File: src/rtl/siu_niu_out_sched.sv
// SIU->NIU outbound scheduler: round-robin between read responses (header + 4 beats)
// and write acks (header only), with per-lane parity and NIU packet-credit tracking.
module siu_niu_out_sched #(
    parameter int CREDITS = 8,
    parameter int CW      = 4,
    parameter bit PAR_ODD = 1'b0
) (
    input  logic          iol2clk,
    input  logic          rst_l,
    input  logic          rdr_req,
    input  logic [127:0]  rdr_hdr,
    output logic          rdr_gnt,
    input  logic [127:0]  rdr_data,
    output logic          rdr_data_rd,
    input  logic          wra_req,
    input  logic [127:0]  wra_hdr,
    output logic          wra_gnt,
    input  logic          niu_sio_credit,
    output logic          sio_niu_hdr_vld,
    output logic          sio_niu_datareq,
    output logic [127:0]  sio_niu_data,
    output logic [7:0]    sio_niu_parity,
    output logic [CW-1:0] credit_cnt,
    output logic          err_credit_ovf
);

    typedef enum logic {ST_IDLE, ST_PAY} state_t;

    localparam logic [CW-1:0] CRED_MAX = CW'(CREDITS);
    localparam logic [CW-1:0] CRED_ONE = CW'(1);

    state_t          state_q, state_d;
    logic [1:0]      beat_q, beat_d;
    logic            pref_rdr_q, pref_rdr_d;
    logic [CW-1:0]   credit_q, credit_d;
    logic            err_q, err_d;
    logic            hdr_vld_q, hdr_vld_d;
    logic            datareq_q, datareq_d;
    logic [127:0]    data_q, data_d;
    logic [7:0]      parity_q, parity_d;
    logic [7:0]      lane_par;
    logic            drive;
    logic            rdr_elig, wra_elig, rdr_win, wra_win, grant;

    // Lane parity is taken from the value about to be registered.
    for (genvar gi = 0; gi < 8; gi++) begin : g_par
        assign lane_par[gi] = (^data_d[16*gi +: 16]) ^ PAR_ODD;
    end

    assign parity_d = drive ? lane_par : 8'h00;

    always_comb begin
        rdr_elig = (state_q == ST_IDLE) && rdr_req && (credit_q != '0);
        wra_elig = (state_q == ST_IDLE) && wra_req && (credit_q != '0);
        rdr_win  = rdr_elig && (!wra_elig || pref_rdr_q);
        wra_win  = wra_elig && !rdr_win;
    end

    always_comb begin
        state_d     = state_q;
        beat_d      = beat_q;
        pref_rdr_d  = pref_rdr_q;
        hdr_vld_d   = 1'b0;
        datareq_d   = 1'b0;
        data_d      = '0;
        drive       = 1'b0;
        rdr_gnt     = 1'b0;
        wra_gnt     = 1'b0;
        rdr_data_rd = 1'b0;
        case (state_q)
            ST_IDLE: begin
                if (rdr_win) begin
                    rdr_gnt    = 1'b1;
                    hdr_vld_d  = 1'b1;
                    datareq_d  = 1'b1;
                    data_d     = rdr_hdr;
                    drive      = 1'b1;
                    state_d    = ST_PAY;
                    beat_d     = 2'd0;
                    pref_rdr_d = 1'b0;
                end else if (wra_win) begin
                    wra_gnt    = 1'b1;
                    hdr_vld_d  = 1'b1;
                    data_d     = wra_hdr;
                    drive      = 1'b1;
                    pref_rdr_d = 1'b1;
                end
            end
            ST_PAY: begin
                rdr_data_rd = 1'b1;
                data_d      = rdr_data;
                drive       = 1'b1;
                beat_d      = beat_q + 2'd1;
                if (beat_q == 2'd3) begin
                    state_d = ST_IDLE;
                end
            end
            default: state_d = ST_IDLE;
        endcase
    end

    // A grant and a returned credit in the same cycle cancel out.
    always_comb begin
        grant    = rdr_gnt | wra_gnt;
        credit_d = credit_q;
        err_d    = err_q;
        if (grant && !niu_sio_credit) begin
            credit_d = credit_q - CRED_ONE;
        end else if (!grant && niu_sio_credit) begin
            if (credit_q == CRED_MAX) begin
                err_d = 1'b1;
            end else begin
                credit_d = credit_q + CRED_ONE;
            end
        end
    end

    always_ff @(posedge iol2clk or negedge rst_l) begin
        if (!rst_l) begin
            state_q    <= ST_IDLE;
            beat_q     <= 2'd0;
            pref_rdr_q <= 1'b1;
            credit_q   <= CRED_MAX;
            err_q      <= 1'b0;
            hdr_vld_q  <= 1'b0;
            datareq_q  <= 1'b0;
            data_q     <= '0;
            parity_q   <= 8'h00;
        end else begin
            state_q    <= state_d;
            beat_q     <= beat_d;
            pref_rdr_q <= pref_rdr_d;
            credit_q   <= credit_d;
            err_q      <= err_d;
            hdr_vld_q  <= hdr_vld_d;
            datareq_q  <= datareq_d;
            data_q     <= data_d;
            parity_q   <= parity_d;
        end
    end

    assign sio_niu_hdr_vld = hdr_vld_q;
    assign sio_niu_datareq = datareq_q;
    assign sio_niu_data    = data_q;
    assign sio_niu_parity  = parity_q;
    assign credit_cnt      = credit_q;
    assign err_credit_ovf  = err_q;

endmodule

File: config.mk
export PLATFORM = sky130hd
export DESIGN_NAME = siu_niu_out_sched
export DESIGN_NICKNAME = d
export VERILOG_FILES = /design/src/rtl/siu_niu_out_sched.sv
export SDC_FILE = /design/constraint.sdc
export NUM_CORES = 1
export LEC_CHECK = 0
export CORE_AREA = 2 2 211 213
export CTS_BUF_LIST = sky130_fd_sc_hd__clkbuf_4
export CTS_CLUSTER_SIZE = 20
export DETAILED_ROUTE_END_ITERATION = 12
export DIE_AREA = 0 0 213 215
export PLACE_DENSITY_LB_ADDON = 0.05
export SYNTH_ARGS = -nofsm -noshare
export SYNTH_HDL_FRONTEND = slang
export SYNTH_SLANG_ARGS = --single-unit
File: constraint.sdc
create_clock -name iol2clk -period 3.5 [get_ports iol2clk]
set_input_delay 0.525 -clock iol2clk [delete_from_list [all_inputs] [get_ports iol2clk]]
set_output_delay 0.525 -clock iol2clk [all_outputs]
set_load 0.05 [all_outputs]
# == After elaboration in Yosys (flattened, before gate mapping) ==
# Cells that the tools add are included.
# word_totals
regBits,147
# classes
add_sub_neg,3
n_eq_ne,4
muxes,22
n_bitwise,3
n_reduce_logical,27
# op_table
operator,n
128-bit 2-to-1 mux,2
128-bit one-hot mux with 2 select lines,1
16-bit XOR reduction,8
4-bit 2-to-1 mux,3
1-bit 2-to-1 mux,11
1-bit logical AND,8
8-bit 2-to-1 mux,1
4-bit by 1-bit adder with 4-bit output (second input constant),1
4-bit equality test (second input constant),1
1-bit logical NOT,4
2-bit inequality test (second input constant),2
1-bit one-hot mux with 2 select lines,2
2-bit one-hot mux with 2 select lines,1
2-bit AND reduction,2
2-bit nonzero test,2
4-bit nonzero test,1
4-bit by 1-bit subtractor with 4-bit output (second input constant),1
3-bit AND reduction,1
2-bit by 1-bit adder with 2-bit output (second input constant),1
2-bit equality test (second input constant),1
2-bit 2-to-1 mux,1
1-bit NOT,2
1-bit logical OR,1
1-bit OR,1

# == Longest topological paths before layout ==
# logic_depth
ltp_word,16
ltp_mapped,13
depth_no_buf,10

# == Worst setup path after synthesis ==
# OpenSTA, ideal clock, no wires.
# synth_path
path_kind,reg2reg
startpoint,register credit_q[1] (netlist: credit_cnt[1])
endpoint,register credit_q[3] (netlist: credit_cnt[3])
setup_ns,0.075
arrival_time_ns,3.073
t_required_ns,3.425
setup_slack_ns,0.351
stages_incl_launch_ff,14
path_cell_list,dfrtp_1 -> nor3_2 -> a21o_1 -> clkbuf_1 -> clkbuf_1 -> clkbuf_1 -> nor2_1 -> ha_1 -> ha_1 -> a21o_1 -> a21oi_1 -> xnor2_1 -> nor2_1 -> xnor2_1
# synth_via
elab_chain_cells,15
elab_cells_between_ends,26
cone_classes,add/sub (2); eq/ne (2); mux (8); bitwise (1); reduce/logical (13)
# synth_lines
item,line,source
"start, declared",35,"logic [CW-1:0] credit_q, credit_d;"
"start signal, assigned",133,credit_q <= credit_d;
4-bit nonzero test,"53, 54",
1-bit logical AND,54,wra_elig = (state_q == ST_IDLE) && wra_req && (credit_q != '0);
1-bit logical NOT,55,rdr_win = rdr_elig && (!wra_elig || pref_rdr_q);
1-bit logical OR,55,
1-bit logical AND,55,
1-bit logical NOT,56,wra_win = wra_elig && !rdr_win;
1-bit logical AND,56,
1-bit 2-to-1 mux,81,end else if (wra_win) begin
1-bit 2-to-1 mux,72,if (rdr_win) begin
1-bit 2-to-1 mux,70,case (state_q)
1-bit OR,104,grant = rdr_gnt | wra_gnt;
1-bit logical NOT,109,end else if (!grant && niu_sio_credit) begin
1-bit logical AND,109,
2-bit nonzero test (no source line),--,
2-bit AND reduction (no source line),--,
# Several ways; a longest one is shown, not always the timed one. The select of a mux whose other input is x is not followed.
# A chain may end at the register's enable or synchronous reset.

# == Worst setup path after layout ==
# layout_path
startpoint,register pref_rdr_q
endpoint,register parity_q[5] (netlist: sio_niu_parity[5])
# layout_via
elab_chain_cells,9
elab_cells_between_ends,12
cone_classes,mux (7); reduce/logical (5)
# layout_lines
item,line,source
"start, declared",34,"logic pref_rdr_q, pref_rdr_d;"
"start signal, assigned",132,pref_rdr_q <= pref_rdr_d;
1-bit logical OR *,55,
1-bit logical AND *,55,
1-bit logical NOT,56,
1-bit logical AND,56,
128-bit 2-to-1 mux,81,
128-bit 2-to-1 mux *,72,
128-bit one-hot mux with 2 select lines *,70,
via data_d[80],39,"logic [127:0] data_q, data_d;"
16-bit XOR reduction *,47,assign lane_par[gi] = (^data_d[16*gi +: 16]) ^ PAR_ODD;
8-bit 2-to-1 mux *,50,assign parity_d = drive ? lane_par : 8'h00;
via parity_d[5],40,"logic [7:0] parity_q, parity_d;"
"end signal, assigned",138,parity_q <= parity_d;
"end, declared",40,
# The timed path passes the listed nets; every way through them passes the cells marked *.

==> flow_metrics.py <==
metrics = {
    "outcome": {
        "status": "finished clean",
    },
    "synth": {
        "yosysSeqAreaShare": 0.422,
        "ys_ff_latch": 147,
        "yosys.cell_types.count": 33,
        "yosysWarningCount": 0,
        "synth.net_count": 1289,
        "synth_area_sq_um": 8730,
        "syn_inst": 894,
        "synth.avg_cell_area_sq_um": 9.76,
    },
    "detailed_routing": {
        "vias": 9034,
        "routed_wl_um": 45600,
        "drt_pass1_iterations": 5,
        "drt_iter0_markers": 499,
        "drc": 0,
        "via_per_inst": 4.48,
        "ant_nets": 0,
        "wire_per_inst_um": 22.6,
    },
    "power_and_ir_drop": {
        "leakage_uw": 0.00593,
        "vdd_ir_drop_max_mv": 0.334,
        "powerDensity_nw_per_um2": 932,
    },
    "timing": {
        "worstMarginPinSlew_ps": 1020,
        "max_slew_margin": 0.317,
        "rsz0062_at_grt": "no",
        "finClkSkew_ps": 22.2,
        "finalCritPeriodShare": 0.872,
        "max_freq_ghz": 0.328,
        "slew_violations": 0,
        "setup_viol": 0,
        "layout_min_cycle_time_ps": 3050,
        "finalHoldViolCount": 0,
        "finalSetupTns_ps": 0,
    },
    "cells_and_area": {
        "final_area_sq_um": 15200,
        "layout-drive-gt1-share": 0.0614,
        "layout_common_cells": "clkdlybuf4s50_1 (530), nand2_1 (149), dfrtp_1 (144), o21ai_0 (96), xnor2_1 (75)",
        "final_common_cell": "clkdlybuf4s50_1",
        "instances_no_fill": 2015,
        "fill_cells": 4459,
        "fin_nets": 1798,
        "area_growth_pct": 74.5,
    },
    "cts": {
        "post_cts_buffers": 0,
        "cts_sinks": 147,
        "cts_made_buffers": 17,
        "cts.hold.buffers_added": 1,
        "cts_tree": "built",
        "clk_latency_ps": 620,
        "htree_levels": 4,
        "clk_path_buf_depth": 2,
        "cts_repair_resize_count": 0,
        "clock-root-buffer": "clkbuf_4",
        "path_clk_slew_ps": 150,
    },
    "critical_path": {
        "cp.arrival_ps": 3560,
        "critical_path.startpoint_type": "register",
        "critical_path_peak_fanout": 33,
        "required_ps": 4010,
        "r2r_cells": 8,
        "reg2reg_to": "sio_niu_parity[5]",
        "r2r_slack_ps": 450,
        "crit_type": "register to register",
        "crit_path_end_kind": "register",
        "reg2reg_from": "pref_rdr_q",
    },
    "hold_path": {
        "min-delay-start": "rdr_req",
        "hold_class": "primary input to register",
        "hold_depth": 3,
        "hold_end": "sio_niu_hdr_vld",
    },
    "floorplanning": {
        "pin_count": 535,
        "die_x_um": 213,
        "placeableCoreArea_sq_um": 43600,
        "start_util": 0.200,
        "die_h_um": 215,
        "die_area_sq_um": 45800,
        "rows": 77,
    },
    "global_route": {
        "antenna_found_initial": 13,
        "grt_pass1_wl_um": 64500,
        "grt_pass1_vias": 9526,
        "overflow": 0,
        "track_usage": 0.194,
        "grt_max_degree": 105,
    },
    "placement": {
        "placed_cells": 1975,
        "place.gp.congestion": 0.803,
        "place_hpwl_um": 34900,
        "portBuffers": 534,
        "post_dp_cell_area_sq_um": 14900,
    },
    "run": {
        "drv_cap": 0,
    },
}
## flip-flops by register name, summed over array words and instances (netlist names)
name,count
beat_q,2
credit_cnt,4
err_credit_ovf,1
pref_rdr_q,1
sio_niu_data,128
sio_niu_datareq,1
sio_niu_hdr_vld,1
sio_niu_parity,8
state_q,1
## synth_stat cells
cell type    n  share of area
nand2_1    149          0.064
a21oi_1     17         0.0097
a21boi_4     1         0.0022
o21ai_1      5         0.0029
a21o_1       3         0.0026
clkbuf_1    43          0.018
fa_1         1         0.0023
nand3_1      1        0.00057
nor3_2       1         0.0011
dfrtp_1    145           0.42
a32o_1      32          0.037
nand2b_1     1        0.00072
ha_1         5         0.0072
buf_4        7         0.0060
inv_1        8         0.0034
buf_2       18          0.010
xor2_1      73          0.073
buf_1        5         0.0022
xnor3_1      8          0.021
nor2_1       4         0.0017
a22oi_2      8          0.011
a21oi_2      1         0.0010
o21ai_0     96          0.055
a22o_1      16          0.016
and2_1       2         0.0014
xnor2_1     75          0.075
a32oi_1     64          0.064
nor2b_1     16          0.011
dfstp_2      2         0.0060
o22ai_1      8         0.0057
a31o_2       2         0.0020
a22oi_1     72          0.062
buf_6        5         0.0065
## through the flow
step	total power [uW]	util	hold WS, ps	worst slack, ps
2_1_floorplan	9170	-	229	351
4_1_cts	14500	0.348	344	323
3_3_place_gp	13100	0.341	461	-89.3
5_1_grt	15100	0.349	360	238
3_5_place_dp	13100	0.341	455	-128
6_report	14200	0.349	410	449
## kinds of logic (layout without fill, tap and decap cells)
kind of cell | after synthesis | in the layout | share of synthesized area
flip-flops | 147 | 147 | 0.422
adder cells (fa/ha/maj) | 6 | 6 | 0.00946
AND/OR/NAND/NOR | 174 | 174 | 0.0811
XOR/XNOR | 156 | 156 | 0.169
buffers and inverters | 86 | 608 | 0.0469
other | 0 | 7 | 0
AO/OA/AOI/OAI | 325 | 325 | 0.272
## layout make-up
cell class,count,area (sq um),share of cell area
timing repair buffer,568,5760,0.378
clock inverter,15,205,0.0135
tap,592,741,0.0487
multi-input combinational,661,4660,0.306
clock buffer,17,128,0.00838
inverter,8,30.0,0.00197
sequential,147,3680,0.242
antenna,7,17.5,0.00115
## worst max-delay path, stage by stage, from the launching register on
cell,delay (ps)
dfstp_2,600
nand2b_4,320
and2_1,220
buf_12,200
a22oi_1,90
o21ai_0,350
xnor2_1,190
xnor2_1,630
xnor3_1,320
## power by group
part           total [uW]  leakage, uW  internal [uW]  switching, uW
sequential           2770      0.00179           2510            265
clock                1340     0.000157            571            770
combinational       10100      0.00398           3820           6260
## per-layer routing
metal  part of all wire  GRT usage  wire length, um  vias up
li1                   -          -                -     4283
met1               0.39      0.225            18000     4363
met2               0.49      0.335            22500      338
met3              0.094     0.0742             4290       38
met4              0.016     0.0459              708       12
met5             0.0018          0               80        -
## worst max-delay path by stage
stage | cells after the start | endpoint | startpoint | slack [ps]
after floorplan | 13 | credit_cnt[3] | credit_cnt[1] | 350
after global placement | 9 | sio_niu_parity[5] | wra_req | -90
after detailed placement | 10 | sio_niu_parity[6] | wra_req | -130
after CTS | 8 | sio_niu_parity[6] | pref_rdr_q | 320
after global routing | 8 | sio_niu_parity[5] | pref_rdr_q | 240
final | 8 | sio_niu_parity[5] | pref_rdr_q | 450
(Power assumes the default switching activity.)
==> patch 1: new RTL, same flow settings <==
Reset style: synchronous (`rst_l`), changed in one clocked block.
--- a/src/rtl/siu_niu_out_sched.sv
+++ b/src/rtl/siu_niu_out_sched.sv
@@ -115,7 +115,7 @@
         end
     end
 
-    always_ff @(posedge iol2clk or negedge rst_l) begin
+    always_ff @(posedge iol2clk) begin
         if (!rst_l) begin
             state_q    <= ST_IDLE;
             beat_q     <= 2'd0;
Behaviour: differs if rst_l is asserted again (counterexample within 4 cycles, from zero or initial values and one cycle with rst_l low); with rst_l held inactive, the same outputs for 4 cycles.
==> patch 1 against the unedited design <==
- clock skew decreased by 7.3 ps
- fmax decreased by 1.9%
- cell area increased by 6.0%
- count of clock-buffer cells in the layout increased by 3
- setup slack got worse by 59 ps
- first-iteration DRC count decreased by 20%
- worst hold slack got worse by 60 ps
- routed wire length increased by 9.0%
- area after synthesis increased by 9.0%
- critical path type is now reg2out
- sequential cell count unchanged
Power is not compared: it rests on default switching activity, and its combinational part moved more than twofold at a synthesized area within 25%.
==> patch 1: results (changes against the unedited design) <==
• finished, final reports clean — outcome
• 2,013 — Net count, final, +12%
• 140 ps — clock transition at the register clock pins on the worst setup and hold paths after CTS
• in2reg — type of the most critical hold path
• 9.56% — layout cell share with drive strength beyond 1, +3.4 points
• sio_niu_data[102] — Hold Path Sink
• 128 — flip-flop count of the largest register after layout, unchanged
• 910 ps — worst stage delay on the critical path, +280 ps
• 0 — final-report setup violation count, unchanged
• sky130_fd_sc_hd__dfxtp_1 — library cell occupying the most area in the post-synthesis netlist
• state_q — Setup crit start
• 17 — Inserted Clock Buffers, unchanged
• 91 — maximum number of pins on one net before global-route repair, -13%
• 0 — count of warnings emitted by yosys, unchanged
• 4 — CTS H-tree lvls, unchanged
• 0.871 — final RePlAce weighted congestion, +8.5%
• 0 — post-cts repair resize count, unchanged
• 0.0158 mm² — Post-Place Cell Area, +6.3%
• sky130_fd_sc_hd__clkdlybuf4s50_1 — slowest library cell on the worst path
• 15.0 ps — final worst clock skew, -7.26 ps
• rst_l — hold path start
• 22.3 µm — average routed wire per standard cell, -1.3%
• 11 — number of cells traversed by the worst register-to-register path, +3
• sky130_fd_sc_hd__dfxtp_1, sky130_fd_sc_hd__nand2_1, sky130_fd_sc_hd__and2_1 — most used standard cells in the synthesized netlist
• 90 — Crit Path Max Fanout, +170%
• 39,000 µm — Post-DP HPWL, +12%
• credit_cnt[1] — critical register-to-register path startpoint
• 7 — initial antenna violation count, -6
• 1,484 — net count after synthesis, +15%
• 30.9% — area share of the leading cell type in the synthesized netlist, -11 points
• 397 — initial drt markers, -20%
• 21.3% — GRT Resource Usage Total, +1.9 points
• 45 — count of different cell masters after synthesis, +36%
• 2 — number of buffers on the longest clock path, unchanged
• 10,700 — via count of the first global-routing pass, +13%
• 534 — # port buffers, unchanged
• sky130_fd_sc_hd__dfxtp_1, sky130_fd_sc_hd__a32oi_1, sky130_fd_sc_hd__and2_1 — top post-synthesis cells by area
• sio_niu_parity[3] — R2R Path End
• 0.186 mV — maximum VDD drop
• 40.1% — Max transition margin, +8.3 points
• 2 — instance count along the most critical hold path, -1
• 0 — post-CTS setup buffers, unchanged
• 0% — fraction of registers with async set or reset after synthesis, -100 points
• 30.9% — fraction of the yosys area taken by sequential cells, -11 points
• 71,300 µm — global-route wire length before repair, +11%
• 620 ps — insertion delay to the later sink of the worst-skew pair, about the same
• sky130_fd_sc_hd__clkbuf_4 — CTS root buffer
• 2580 ps — arrival time at the worst endpoint, -980 ps
• buffers and inverters — family with the most delay on the worst path
• 4.62 — vias per cell, +2.9%
• 490 ps — r2r setup slk, +40 ps
-- patch 1: cells by family (layout without fill, tap and decap cells) --
kind of cell	after synthesis	after routing	synth area share (%)
compound gates	380	380	31.0
xor+xnor	145	145	14.9
flops	147	147	30.9
fa+ha+maj	6	6	0.868
other cells	0	3	0
buf+inv	119	661	6.74
simple gates	292	292	15.6
-- patch 1: power by group --
part / internal [W] / switching (W)
clock: 0.000652 / 0.000701
sequential: 0.00193 / 0.000114
combinational: 0.00216 / 0.00285
total: 0.00474 / 0.00367
-- patch 1: layer usage --
metal  GRT usage (%)  vias to the layer above  share of wire [%]
met5               0                        -              0.078
met4            5.29                        6                1.6
met3            7.35                       40                8.5
met2            37.0                      359                 49
met1            24.7                     4848                 41
li1                -                     5021                  -
-- patch 1: worst max path at each step --
stage	endpoint	slack (ps)	cells past startpoint
2_1_floorplan	wra_gnt	450	7
3_3_place_gp	sio_niu_parity[5]	-80	12
3_5_place_dp	sio_niu_parity[5]	-80	12
4_1_cts	rdr_data_rd	310	2
5_1_grt	rdr_gnt	230	6
6_report	rdr_data_rd	390	2
-- patch 1: final cells by class --
class,count,area [µm²]
Fill cell,4513,27500
Tap cell,592,741
Antenna cell,3,7.51
Timing Repair Buffer,611,6090
Inverter,18,67.6
Clock inverter,12,186
Multi-Input combinational cell,823,5950
Sequential cell,147,2950
Clock buffer,20,150
-- patch 1: worst register-to-register path: cells and delay by family (launching register included) --
kind	cells	cell delay, ps
AO/OA/AOI/OAI	4	880
XOR/XNOR	2	340
buffers and inverters	3	800
flip-flops	1	390
AND/OR/NAND/NOR	2	510
-- patch 1: through the flow --
step | setup TNS [ps] | hold slack, ps | setup WS, ps | power, W | std cells
floorplan | 0 | 508 | 448 | 0.00510 | 1089
global placement | -83.4 | 492 | -83.4 | 0.00716 | 2191
detailed placement | -82.0 | 504 | -82.0 | 0.00717 | 2191
CTS | 0 | 288 | 311 | 0.00859 | 2223
global route | 0 | 331 | 234 | 0.00894 | 2224
finish | 0 | 350 | 390 | 0.00841 | 2226
==> patch 2: new RTL, same flow settings <==
Made on the original files. Change the parameter `CW` from 4 to 8.
--- a/src/rtl/siu_niu_out_sched.sv
+++ b/src/rtl/siu_niu_out_sched.sv
@@ -2,7 +2,7 @@
 // and write acks (header only), with per-lane parity and NIU packet-credit tracking.
 module siu_niu_out_sched #(
     parameter int CREDITS = 8,
-    parameter int CW      = 4,
+    parameter int CW      = 8,
     parameter bit PAR_ODD = 1'b0
 ) (
     input  logic          iol2clk,
Interface: changed (resized credit_cnt); port bits go from 535 to 539. The function was not compared with the original's and may differ.
==> patch 2 against the unedited design <==
- setup slack got worse by 320 ps
- via count decreased by 15%
- first-iteration DRC count increased by 13%
- utilization decreased by 1.7 points
- total power increased by 7.3%
- count of clock-buffer cells in the layout increased by 1
- sequential cell count increased by 4
- sequential power increased by 3%
- cell area decreased by 4.9%
- die area unchanged
- global-route usage decreased by 2.0 points
- fmax decreased by 9.4%
- area after synthesis decreased by 12%
- largest power group unchanged
- routed wire length decreased by 11%
==> patch 2: results (changes against the unedited design) <==
• 7,664 — number of vias after detailed routing, -15%
• -35.8 ps — Post-Place Setup Slack, +92.4 ps
• 8 — total iterations of the first detailed-routing run, +3
• 33.2% — Util after Layout, -1.7 points
• 0.00327 mm² — total area of multi-input combinational cells, -30%
• 1.73% — arithmetic-cell share of the synthesized area counting full adders, half adders and majority gates, +0.78 points
• 22.2 µm — average routed wire per standard cell, -2.0%
• 0.788 — final RePlAce weighted congestion, -1.8%
• 0 — number of enable flip-flop cells after synthesis, unchanged
• 4 — Crit Path Max Fanout, -88%
• 122 — Non-Clock Inverter Count, +114
• sky130_fd_sc_hd__dfrtp_1, sky130_fd_sc_hd__a222oi_1, sky130_fd_sc_hd__xnor3_1 — top post-synthesis cells by area
• 594 — number of buffers other than clock buffers in the final layout, +4.6%
• 151 — number of flip-flops and latches, +2.7%
• 600 ps — insertion delay to the later sink of the worst-skew pair, -20 ps
• 3860 ps — arrival time at the worst endpoint, +300 ps
• 1.86% — clock-cell share of area, -0.33 points
• 88.7% — post-synthesis to final-layout area growth
• 0.0152 W — overall power of the completed layout, +7.3%
• 11.7 µm² — Mapped Avg Cell Area, +20%
• 0.0112 W — total combinational power, +11%
• 1,622 — Net count, final, -9.8%
• 40.9% — non-clock buffering overhead in the final layout, +3.1 points
• sky130_fd_sc_hd__dfrtp_1, sky130_fd_sc_hd__inv_1, sky130_fd_sc_hd__a222oi_1 — most used standard cells in the synthesized netlist
• 0.582 mV — maximum VDD drop, +74%
• credit_cnt[7] — R2R Path End
• 4.18 — vias per cell, -6.8%
• in2async — type of the most critical hold path
• 538 — # port buffers, +0.75%
• 0.00379 mm² — register area, +2.9%
• 4,484 — fillcell total, +0.56%
• 1,791 — placed instance count, -9.3%
• 32,600 µm — Post-DP HPWL, -6.4%
• simple AND/OR/NAND/NOR gates — family with the most delay on the worst path
• 13 — number of cells traversed by the worst register-to-register path, +5
• 80 — maximum number of pins on one net before global-route repair, -24%
• 6.36 nW — LEAKAGE, +7.1%
• 49.3% — fraction of the yosys area taken by sequential cells, +7.1 points
• 564 — initial drt markers, +13%
• 56,500 µm — global-route wire length before repair, -12%
• 1050 mW/mm² — Pwr Density, +13%
• sky130_fd_sc_hd__or4_4 — slowest library cell on the worst path
• 38 — count of different cell masters after synthesis, +15%
• 18.8% — sequential share of power, -0.7 points
• 16.1% — XOR/XNOR share of the synthesized area, -0.85 points
• 18.7% — Synth Area in Compound Gates, -8.4 points
• 337 — multi-input logic cell count, -49%
• 28.1 ps — final worst clock skew, +5.85 ps
• 9 — initial antenna violation count, -4
• finished, final reports clean — outcome
• 18 — clk_buf instances, +1
• 9.22% — layout cell share with drive strength beyond 1, +3.1 points
-- patch 2: metal layers --
layer / routed length, µm / vias up / global-route usage [%]
met5: 44 / - / 0
met4: 529 / 6 / 4.85
met3: 3230 / 25 / 5.11
met2: 21300 / 317 / 31.6
met1: 15600 / 3753 / 19.5
li1: - / 3563 / -
-- patch 2: repair_timing --
| item | in CTS | in global routing |
|---|---|---|
| hold endpoints to repair | 62 | 0 |
| setup buffers | 0 | 4 |
| hold buffers | 1 | 0 |
| gates resized for setup | 0 | 8 |
| endpoints found under the setup margin | 0 | 5 |
-- patch 2: worst max path at each step --
stage,slack (ps),cells after the start,to
finish,130,13,credit_cnt[7]
detailed placement,-40,11,sio_niu_parity[7]
global route,-2,13,credit_cnt[7]
floorplan,20,14,credit_cnt[7]
CTS,60,10,sio_niu_parity[2]
global placement,30,11,sio_niu_parity[7]
